**config.mk**
```make
export PLATFORM = sky130hd
export DESIGN_NAME = cpu_sequencer
export DESIGN_NICKNAME = d
export VERILOG_FILES = /design/src/rtl/cpu_sequencer.sv
export SDC_FILE = /design/constraint.sdc
export NUM_CORES = 1
export LEC_CHECK = 0
export ABC_AREA = 0
export CORE_AREA = 3 3 86 104
export DETAILED_ROUTE_END_ITERATION = 8
export DIE_AREA = 0 0 89 107
export RECOVER_POWER = 50
export SLEW_MARGIN = 20
export SYNTH_ARGS = -nofsm -noshare
export SYNTH_HDL_FRONTEND = slang
export SYNTH_SLANG_ARGS = --single-unit
```
**constraint.sdc**
```tcl
create_clock -name clk -period 6.2 [get_ports clk]
set_input_delay 1.24 -clock clk [delete_from_list [all_inputs] [get_ports clk]]
set_output_delay 1.24 -clock clk [all_outputs]
set_load 0.02 [all_outputs]
```
**src/rtl/cpu_sequencer.sv**
```systemverilog
// Multi-cycle instruction sequencer: fetch/decode/exec/mem/write-back over a shared
// req/ack memory port, with retired-instruction count and timeout/illegal-opcode error.
module cpu_sequencer #(
    parameter int unsigned INSTR_W = 16,
    parameter int unsigned TIMEOUT = 15
) (
    input  logic               clk,
    input  logic               rst,
    input  logic               start,
    input  logic               mem_ack,
    input  logic [INSTR_W-1:0] mem_rdata,
    input  logic               zero,
    output logic               mem_req,
    output logic               mem_sel,
    output logic               mem_we,
    output logic [3:0]         opcode,
    output logic [INSTR_W-1:0] ir,
    output logic               ir_en,
    output logic               alu_en,
    output logic               reg_we,
    output logic               pc_en,
    output logic               pc_sel,
    output logic               busy,
    output logic               halted,
    output logic               err,
    output logic [15:0]        retired
);

    localparam int unsigned WAIT_W = $clog2(TIMEOUT + 1);

    typedef enum logic [2:0] {
        S_IDLE, S_FETCH, S_DECODE, S_EXEC, S_MEM, S_WB, S_HALT, S_ERR
    } state_t;

    state_t              state_q, state_d;
    logic [INSTR_W-1:0]  ir_q, ir_d;
    logic [WAIT_W-1:0]   wait_q, wait_d;
    logic [15:0]         retired_q, retired_d;
    logic [3:0]          op;
    logic                timed_out;

    assign op        = ir_q[INSTR_W-1 -: 4];
    assign timed_out = (wait_q == WAIT_W'(TIMEOUT - 1));

    always_comb begin
        state_d = state_q;
        ir_d    = ir_q;
        wait_d  = wait_q;
        ir_en   = 1'b0;
        pc_en   = 1'b0;
        pc_sel  = 1'b0;
        case (state_q)
            S_IDLE, S_HALT: begin
                if (start) begin
                    state_d = S_FETCH;
                    wait_d  = '0;
                end
            end
            S_FETCH: begin
                if (mem_ack) begin
                    ir_en   = 1'b1;
                    ir_d    = mem_rdata;
                    state_d = S_DECODE;
                end else if (timed_out) begin
                    state_d = S_ERR;
                end else begin
                    wait_d = wait_q + WAIT_W'(1);
                end
            end
            S_DECODE: begin
                if (op[1:0] == 2'b11)  state_d = S_ERR;
                else if (op == 4'b0000) state_d = S_HALT;
                else                    state_d = S_EXEC;
            end
            S_EXEC: begin
                wait_d = '0;
                if (op[0] | op[1]) begin
                    state_d = S_MEM;
                end else if (op[3]) begin
                    state_d = S_WB;
                end else begin
                    pc_en   = 1'b1;
                    pc_sel  = op[2] & zero;
                    state_d = S_FETCH;
                end
            end
            S_MEM: begin
                if (mem_ack) begin
                    if (op[1]) begin
                        pc_en   = 1'b1;
                        state_d = S_FETCH;
                        wait_d  = '0;
                    end else begin
                        state_d = S_WB;
                    end
                end else if (timed_out) begin
                    state_d = S_ERR;
                end else begin
                    wait_d = wait_q + WAIT_W'(1);
                end
            end
            S_WB: begin
                pc_en   = 1'b1;
                state_d = S_FETCH;
                wait_d  = '0;
            end
            default: state_d = S_ERR;
        endcase
        retired_d = retired_q + 16'(pc_en);
    end

    always_ff @(posedge clk or posedge rst) begin
        if (rst) begin
            state_q   <= S_IDLE;
            ir_q      <= '0;
            wait_q    <= '0;
            retired_q <= '0;
        end else begin
            state_q   <= state_d;
            ir_q      <= ir_d;
            wait_q    <= wait_d;
            retired_q <= retired_d;
        end
    end

    // Moore outputs decode straight from state so reset drops them without waiting for a clock.
    assign mem_req = (state_q == S_FETCH) || (state_q == S_MEM);
    assign mem_sel = (state_q == S_MEM);
    assign mem_we  = (state_q == S_MEM) && op[1];
    assign alu_en  = (state_q == S_EXEC);
    assign reg_we  = (state_q == S_WB);
    assign busy    = !((state_q == S_IDLE) || (state_q == S_HALT) || (state_q == S_ERR));
    assign halted  = (state_q == S_HALT);
    assign err     = (state_q == S_ERR);
    assign opcode  = op;
    assign ir      = ir_q;
    assign retired = retired_q;

endmodule

```
==> results of run 1 <==
-- worst max-delay path, delay by kind of cell --
family,cells,cell delay (ns)
AOI/OAI and AO/OA,1,0.36
buffers and inverters,2,1.43
and+or+nand+nor,1,0.11
-- stage by stage --
stage	setup WS [ns]	std cells	power (mW)	hold slack, ns
finish	1.81	336	1.28	0.471
CTS	1.94	336	1.33	0.477
global route	1.68	336	1.37	0.486
detailed placement	1.94	328	1.15	0.466
floorplan	3.05	175	0.858	0.511
global placement	1.92	328	1.14	0.462
-- cell usage in the layout (no fill, tap or decap), types with 2 or more instances in the layout --
master / Yosys / final
a21oi_1: 2 / 2
nor3_1: 2 / 2
nand4_1: 2 / 2
and4_1: 2 / 2
nand2_1: 11 / 11
clkbuf_8: 0 / 5
and3_1: 7 / 7
dfrtp_1: 39 / 39
clkbuf_1: 2 / 3
o21ai_0: 3 / 4
nand3_1: 7 / 7
nor2_1: 9 / 9
nand2b_1: 5 / 5
inv_1: 5 / 5
ha_1: 5 / 5
o2111ai_1: 2 / 2
a31oi_1: 3 / 3
clkdlybuf4s50_1: 0 / 46
dlygate4sd3_1: 0 / 21
mux2_1: 16 / 16
xnor2_1: 12 / 12
o22ai_1: 2 / 2
and2_1: 4 / 4
xor2_1: 2 / 2
-- layer usage --
metal | wire, um | share of wire | up-vias
li1 | - | - | 754
met1 | 1950 | 0.43 | 745
met2 | 2380 | 0.52 | 33
met3 | 189 | 0.042 | 4
met4 | 27 | 0.0059 | 0
met5 | 0 | 0 | -
-- cell families after synthesis --
group           count (synthesis)  synth area share
flops                          39             0.494
mux                            17            0.0988
compound gates                 27             0.110
buf+inv                        16            0.0456
fa+ha+maj                       5            0.0317
xor+xnor                       14            0.0621
simple gates                   57             0.158
-- registers in the layout, summed over array words and instances (netlist names) --
name,count
retired,16
state_q,3
wait_q,4
ir,16
-- how the worst max path moves through the flow --
stage	cells after the start	startpoint	end	slack [ns]
4_1_cts	4	mem_ack	ir_en	1.94
3_5_place_dp	4	mem_ack	ir_en	1.94
3_3_place_gp	4	mem_ack	ir_en	1.92
6_report	4	mem_ack	pc_en	1.81
5_1_grt	4	mem_ack	pc_en	1.68
2_1_floorplan	2	zero	pc_sel	3.05
-- cell type report --
cell class	count	area [um2]	area share
clock inverter	1	5.00	0.00180
multi-input combinational	120	910	0.326
tap	95	119	0.0427
timing repair buffer	69	682	0.245
clock buffer	7	76.3	0.0274
sequential	39	976	0.350
inverter	5	18.8	0.00674
-- power breakdown --
| group | internal [mW] | total (mW) | switching, mW |
|---|---|---|---|
| registers | 0.343 | 0.459 | 0.117 |
| logic | 0.318 | 0.655 | 0.337 |
| clock network | 0.0790 | 0.163 | 0.0840 |
| total | 0.739 | 1.28 | 0.538 |
==> metrics, run 1 <==
fraction of layout cells with a size suffix above 1 0.0498; Setup violations, final 0; routability cong. 0.773; DP Area 2710 um2; Post-synth ARST share 1.00; Critical Path Fanout Max 10; first-pass GRT wire length 7.52 mm; VDD IR max 188 uV; H-Tree Depth 2; clock slew at the register clock pins of the worst setup and hold paths 0.07 ns; Post-CTS Setup Bufs 0; TritonRoute pass-1 iters 4; IO Count 68; vias in the first global route 1573; Hold Buf Count CTS 0; outcome finished, violations left; Leak Pwr 1.18 nW; cts repair resizes 0; Post-synth EDFFs 0; diode count 0; Startpoint Class primary input; met3 GRT Util 0.0284; fin util 0.346; met2 Use GR 0.166; Mean Syn Cell Area 11.3 um2; initial antenna violation count 0; post-route ant nets 0; Starting Density 0.245; failing checks capacitance limit, slew limit; Reg-to-Reg Start ir[13]; Slowest-stage cell, CP dlygate4sd3_1; worst endpoint required time 4.96 ns; fillers 821; fin area 2790 um2; grt ovf 0; Worst Setup Path Type in2out; Max Clock Freq 228 MHz; die width 89 um; share of the synthesized area in the top cell type 0.494; min Tclk post-route 4.39 ns; FF-to-FF setup slack 3.74 ns; synth unique cells 47; Final Slew Violations 40; FF+latch count, synth 39; worst slew pin tran 2.18 ns; nets 266; grt peak-use layer met2; vias per cell 4.57; worst reg2reg path depth 9; Num CTS Buffers 5; insertion delay to the later sink of the worst-skew pair 0.28 ns; CP endpoint kind primary output; max-cap viol count 1; r2r endpoint retired[8]; arrival time at the worst endpoint 3.15 ns; hold_sp retired[15]; Hold Vio Cnt, Final 0; P per Cell Area 458 nW/um2; slowest stage delay, CP 0.74 ns; Ys Warns 0; DIE AREA 9520 um2; most frequently used flop master after synthesis dfrtp_1; Cell Chain, Critical Path dlygate4sd3_1 > nand2_1 > o21ai_0 > clkdlybuf4s50_1; Setup TNS 0 ns; hold depth 1; Layout Area Growth over Synthesis 41.0%; RSZ-0062 raised after global routing false; CORE AREA 8060 um2; Syn Inst Count 175; Slew headroom -0.453; DRT iter0 DRCs 44; worst-case clock buffer depth 2; # clock sinks 39; largest net degree at the start of global routing 40; list of most frequent post-synthesis cells 39 x dfrtp_1, 16 x mux2_1, 12 x xnor2_1; post-synth top area cell dfrtp_1; All-Layer GR Usage 0.0997; synthesized area 1980 um2; TritonCTS clock tree done; Hold EP retired[15]; sequential-to-total area share from yosys stat 0.494; Residual DRC 0; worst min-delay path class reg2reg; drt wl/cell 13.5 um; met1 Resource Use GR 0.124; synth top area cells dfrtp_1 49%, mux2_1 9.1%, xnor2_1 5.3%; count leader, synth dfrtp_1; Die Ht 107 um; via count 1536; Final Cycle Share 0.708; Site Rows 36; Port-buffer cells 67; root buffer cell clkbuf_8; Layout Skew 0.00299 ns; Final HPWL DP 3.33 mm; Syn Nets 201; WL final 4.55 mm
Note: power is estimated with default switching activity, not from simulation.
==> run 2: changes to the inputs <==
==> constraint.sdc (replaced) <==
create_clock -name clk -period 3.8 [get_ports clk]
set_input_delay 0.76 -clock clk [delete_from_list [all_inputs] [get_ports clk]]
set_output_delay 0.76 -clock clk [all_outputs]
set_load 0.02 [all_outputs]
==> run 2 against run 1 <==
Against the previous run:
- the run now ends clean
- non-clock buffer count rose by 2
- global-route usage rose by 0.41 points
- combinational power rose by 69%
- sequential share of layout area fell by 0.094 points
- register-to-register slack got worse by 2.4 ns
- critical endpoint is now ir_en
==> metrics, run 2 (synthesized netlist as in run 1, its figures left out) <==
outcome finished, final reports clean (was finished, violations left); worst endpoint required time 3.04 ns (was 4.96 ns); largest net degree at the start of global routing 23 (was 40); VDD IR max 352 uV (was 188 uV); min Tclk post-route 3.28 ns; Die Ht 107 um (unchanged); CP endpoint kind primary output (unchanged); insertion delay to the later sink of the worst-skew pair 0.28 ns (about the same); Hold EP retired[15] (unchanged); TritonCTS clock tree done (unchanged); Max Clock Freq 304 MHz; DIE AREA 9520 um2 (unchanged); Port-buffer cells 67 (unchanged); Critical Path Fanout Max 9 (was 10); Num CTS Buffers 5 (unchanged); Final HPWL DP 3.49 mm (was 3.33 mm); Non-Filler Instances 338 (was 336); P per Cell Area 752 nW/um2 (was 458 nW/um2); r2r endpoint retired[8] (unchanged); WL final 4.63 mm (was 4.55 mm); die width 89 um (unchanged); worst-case clock buffer depth 2 (unchanged); IO Count 68 (unchanged); vias in the first global route 1615 (was 1573); Reg-to-Reg Start state_q[1] (was ir[13]); most common cell after layout, fill and taps aside clkdlybuf4s50_1 (unchanged); hold_sp retired[15] (unchanged); cts repair resizes 0 (unchanged); fraction of layout cells with a size suffix above 1 0.0494 (was 0.0498); Setup TNS 0 ns (unchanged); Hold Buf Count CTS 0 (unchanged); Leak Pwr 1.17 nW (was 1.18 nW); Site Rows 36 (unchanged); Placed Cells incl. Taps 330 (was 328); CORE AREA 8060 um2 (unchanged); clock slew at the register clock pins of the worst setup and hold paths 0.07 ns (about the same); most frequent cells in the layout 51 x clkdlybuf4s50_1, 39 x dfrtp_1, 16 x mux2_1, 16 x dlygate4sd3_1, 12 x xnor2_1 (was 46 x clkdlybuf4s50_1, 39 x dfrtp_1, 21 x dlygate4sd3_1); Final Slew Violations 0 (was 40); worst slew pin tran 0.982 ns (was 2.18 ns); Residual DRC 0 (unchanged); drt wl/cell 13.7 um (was 13.5 um); max-cap viol count 0 (was 1); Post-CTS Setup Bufs 0 (unchanged); Final Cycle Share 0.864; initial antenna violation count 0 (unchanged); post-route ant nets 0 (unchanged); Startpoint Class primary input (unchanged); nets 268 (was 266); RSZ-0062 raised after global routing false (unchanged); via count 1592 (was 1536); root buffer cell clkbuf_8 (unchanged); # clock sinks 39 (unchanged); vias per cell 4.71 (was 4.57); fillers 813 (was 821); first-pass GRT wire length 7.82 mm (was 7.52 mm); DRT iter0 DRCs 57 (was 44); diode count 0 (unchanged); All-Layer GR Usage 0.104 (was 0.0997); TritonRoute pass-1 iters 4 (unchanged); FF-to-FF setup slack 1.30 ns (was 3.74 ns); H-Tree Depth 2 (unchanged); Layout Skew 0.00605 ns (was 0.00299 ns); grt ovf 0 (unchanged); Layout Area Growth over Synthesis 41.4% (was 41.0%); routability cong. 0.781 (was 0.773); Starting Density 0.245 (unchanged); worst min-delay path class reg2reg (unchanged); hold depth 1 (unchanged); Setup violations, final 0 (unchanged); arrival time at the worst endpoint 2.52 ns (was 3.15 ns); Slew headroom 0.345 (was -0.453); worst reg2reg path depth 7 (was 9); Worst Setup Path Type in2out (unchanged); Hold Vio Cnt, Final 0 (unchanged)
[run 2: power breakdown]
| group | internal [mW] | switching (mW) |
|---|---|---|
| sequential | 0.559 | 0.168 |
| combinational | 0.529 | 0.577 |
| clock | 0.129 | 0.139 |
| total | 1.22 | 0.884 |
[run 2: stage by stage]
step / power [mW] / util / worst slack (ns) / instance area, um2 / hold WS [ns]
final: 2.10 / 0.347 / 0.515 / 2790 / 0.464
after global routing: 2.26 / 0.347 / 0.374 / 2790 / 0.484
after CTS: 2.17 / 0.348 / 0.628 / 2810 / 0.476
after detailed placement: 1.89 / 0.338 / 0.715 / 2720 / 0.465
after global placement: 1.86 / 0.338 / 0.722 / 2720 / 0.460
after floorplan: 1.40 / - / 1.39 / 1980 / 0.511
[run 2: cell type report]
cell class                 instances  area [um2]  share of cell area
sequential                        39         976               0.349
multi-input combinational        120         910               0.326
timing repair buffer              71         689               0.247
tap                               95         119              0.0425
clock buffer                       7        76.3              0.0273
inverter                           5        18.8             0.00672
clock inverter                     1        5.00             0.00179
[run 2: layer usage]
| metal | vias up | routed length [um] | share of wire | track usage |
|---|---|---|---|---|
| met4 | 0 | 61 | 0.013 | 0.0319 |
| met1 | 785 | 1970 | 0.43 | 0.129 |
| met2 | 46 | 2360 | 0.51 | 0.174 |
| met3 | 6 | 236 | 0.051 | 0.0269 |
| met5 | - | 0 | 0 | 0 |
| li1 | 755 | - | - | - |
[run 2: worst max-delay path by stage]
stage	startpoint	to	slack, ns	depth (start not counted)
final	mem_ack	ir_en	0.52	4
after global routing	mem_ack	pc_en	0.37	4
after global placement	mem_ack	pc_en	0.72	4
after floorplan	ir[13]	pc_sel	1.39	2
after detailed placement	mem_ack	pc_en	0.72	4
after CTS	state_q[1]	pc_en	0.63	5
[run 2: critical path, stage by stage]
cell and delay, ns:
dlygate4sd3_1 0.56, clkbuf_1 0.32, and3_1 0.25, clkdlybuf4s50_1 0.64
==> run 3: changes to the inputs <==
--- a/config.mk
+++ b/config.mk
@@ -9,6 +9,7 @@
 export CORE_AREA = 3 3 86 104
 export DETAILED_ROUTE_END_ITERATION = 8
 export DIE_AREA = 0 0 89 107
+export PLACE_DENSITY = 0.49
 export RECOVER_POWER = 50
 export SLEW_MARGIN = 20
 export SYNTH_ARGS = -nofsm -noshare
==> run 3 against run 2 <==
Against the previous run:
- worst hold slack better by 0.00093 ns
- clock power up 34%
- count of clock-buffer cells in the layout down 1
- clock skew up 0.0012 ns
- critical path type unchanged
- routed wire length up 4.3%
- total power up 4.1%
- register-to-register slack better by 0.07 ns
- sequential share of layout area down 0.45 points
- fmax down 2.9%
- largest cell class unchanged
- sequential power down 0.6%
==> metrics, run 3 (synthesized netlist as in run 1, its figures left out) <==
cts repair resizes 0 (unchanged); TritonCTS clock tree done (unchanged); Layout Area Growth over Synthesis 43.3% (was 41.4%); CORE AREA 8060 um2 (unchanged); H-Tree Depth 2 (unchanged); Final Slew Violations 0 (unchanged); All-Layer GR Usage 0.108 (was 0.104); largest net degree at the start of global routing 25 (was 23); insertion delay to the later sink of the worst-skew pair 0.29 ns (was 0.28 ns); most frequent cells in the layout 50 x clkdlybuf4s50_1, 39 x dfrtp_1, 17 x dlygate4sd3_1 (was 51 x clkdlybuf4s50_1, 39 x dfrtp_1, 16 x mux2_1, 16 x dlygate4sd3_1, 12 x xnor2_1); Setup TNS 0 ns (unchanged); worst-case clock buffer depth 2 (unchanged); worst min-delay path class reg2reg (unchanged); nets 268 (unchanged); # clock sinks 39 (unchanged); Final HPWL DP 3.61 mm (was 3.49 mm); Final Cycle Share 0.890 (was 0.864); clock slew at the register clock pins of the worst setup and hold paths 0.08 ns (was 0.07 ns); min Tclk post-route 3.38 ns (was 3.28 ns); Residual DRC 0 (unchanged); post-route ant nets 0 (unchanged); vias per cell 4.67 (was 4.71); initial antenna violation count 0 (unchanged); diode count 0 (unchanged); die width 89 um (unchanged); Leak Pwr 1.20 nW (was 1.17 nW); root buffer cell clkbuf_8 (unchanged); IO Count 68 (unchanged); Slew headroom 0.0659 (was 0.345); Max Clock Freq 296 MHz (was 304 MHz); first-pass GRT wire length 7.89 mm (was 7.82 mm); Setup violations, final 0 (unchanged); Setup WS post-layout 0.418 ns (was 0.515 ns); Post-CTS Setup Bufs 0 (unchanged); max-cap viol count 0 (unchanged); DRT iter0 DRCs 84 (was 57); Critical Path Fanout Max 6 (was 9); most common cell after layout, fill and taps aside clkdlybuf4s50_1 (unchanged); vias in the first global route 1623 (was 1615); routability cong. 0.692 (was 0.781); P per Cell Area 773 nW/um2 (was 752 nW/um2); TritonRoute pass-1 iters 4 (unchanged); RSZ-0062 raised after global routing false (unchanged); VDD IR max 311 uV (was 352 uV); via count 1577 (was 1592); worst slew pin tran 1.40 ns (was 0.982 ns); Startpoint Class primary input (unchanged); fraction of layout cells with a size suffix above 1 0.0576 (was 0.0494); Site Rows 36 (unchanged); Num CTS Buffers 5 (unchanged); worst endpoint required time 3.04 ns (about the same); DIE AREA 9520 um2 (unchanged); grt ovf 0 (unchanged); arrival time at the worst endpoint 2.62 ns (was 2.52 ns); WL final 4.83 mm (was 4.63 mm); Worst Setup Path Type in2out (unchanged); Starting Density 0.245 (unchanged); outcome finished, final reports clean (unchanged); Die Ht 107 um (unchanged); CP endpoint kind primary output (unchanged); Hold Buf Count CTS 0 (unchanged); drt wl/cell 14.3 um (was 13.7 um); Hold Vio Cnt, Final 0 (unchanged); dpl ws 0.609 ns (was 0.715 ns); Layout Skew 0.00730 ns (was 0.00605 ns); Port-buffer cells 67 (unchanged)
-- run 3: cell types whose count changed in the layout (fill, tap and decap cells not counted) --
| cell | delta |
|---|---|
| clkbuf_1 | -2 |
| dlygate4sd3_1 | +1 |
| clkdlybuf4s50_1 | -1 |
| bufinv_16 | +1 |
| clkbuf_8 | +1 |
-- run 3: layout make-up --
type	count	area, um2
Fill cell	835	5230
Sequential cell	39	976
Multi-Input combinational cell	120	910
Timing Repair Buffer	71	689
Tap cell	95	119
Clock buffer	6	82.6
Clock inverter	2	35.0
Inverter	5	18.8
-- run 3: power breakdown --
part	total, mW	internal, mW	switching (mW)
registers	0.723	0.560	0.164
logic	1.10	0.528	0.577
clock network	0.360	0.213	0.147
total	2.19	1.30	0.888
-- run 3: worst paths after layout --
path,start,end,slack (ns),cells past startpoint
worst max register to register,ir[13],retired[8],1.37,9
worst min register to register,retired[15],retired[15],0.46,1
worst max-delay path,mem_ack,pc_en,0.42,4
max in group asynchronous,rst,state_q[0],1.10,3
worst min-delay path,retired[15],retired[15],0.46,1
min in group asynchronous,rst,ir[8],0.98,2
-- run 3: metal layers --
layer | track usage | share of wire | wire [um]
met4 | 0.0415 | 0.013 | 65
met1 | 0.135 | 0.45 | 2160
met3 | 0.0361 | 0.073 | 353
met5 | 0 | 0 | 0
met2 | 0.168 | 0.47 | 2250
-- run 3: per-stage QoR --
stage / std cells / util / instance area (um2) / hold WS [ns] / power [mW]
2_1_floorplan: 175 / - / 1980 / 0.511 / 1.40
3_3_place_gp: 330 / 0.338 / 2720 / 0.459 / 1.88
3_5_place_dp: 330 / 0.338 / 2720 / 0.466 / 1.89
4_1_cts: 338 / 0.352 / 2840 / 0.478 / 2.26
5_1_grt: 338 / 0.351 / 2830 / 0.508 / 2.35
6_report: 338 / 0.351 / 2830 / 0.465 / 2.19
-- run 3: worst max-delay path, cell delays in order --
cell             delay [ns]
dlygate4sd3_1          0.66
nand2_1                0.10
o21ai_0                0.41
clkdlybuf4s50_1        0.70
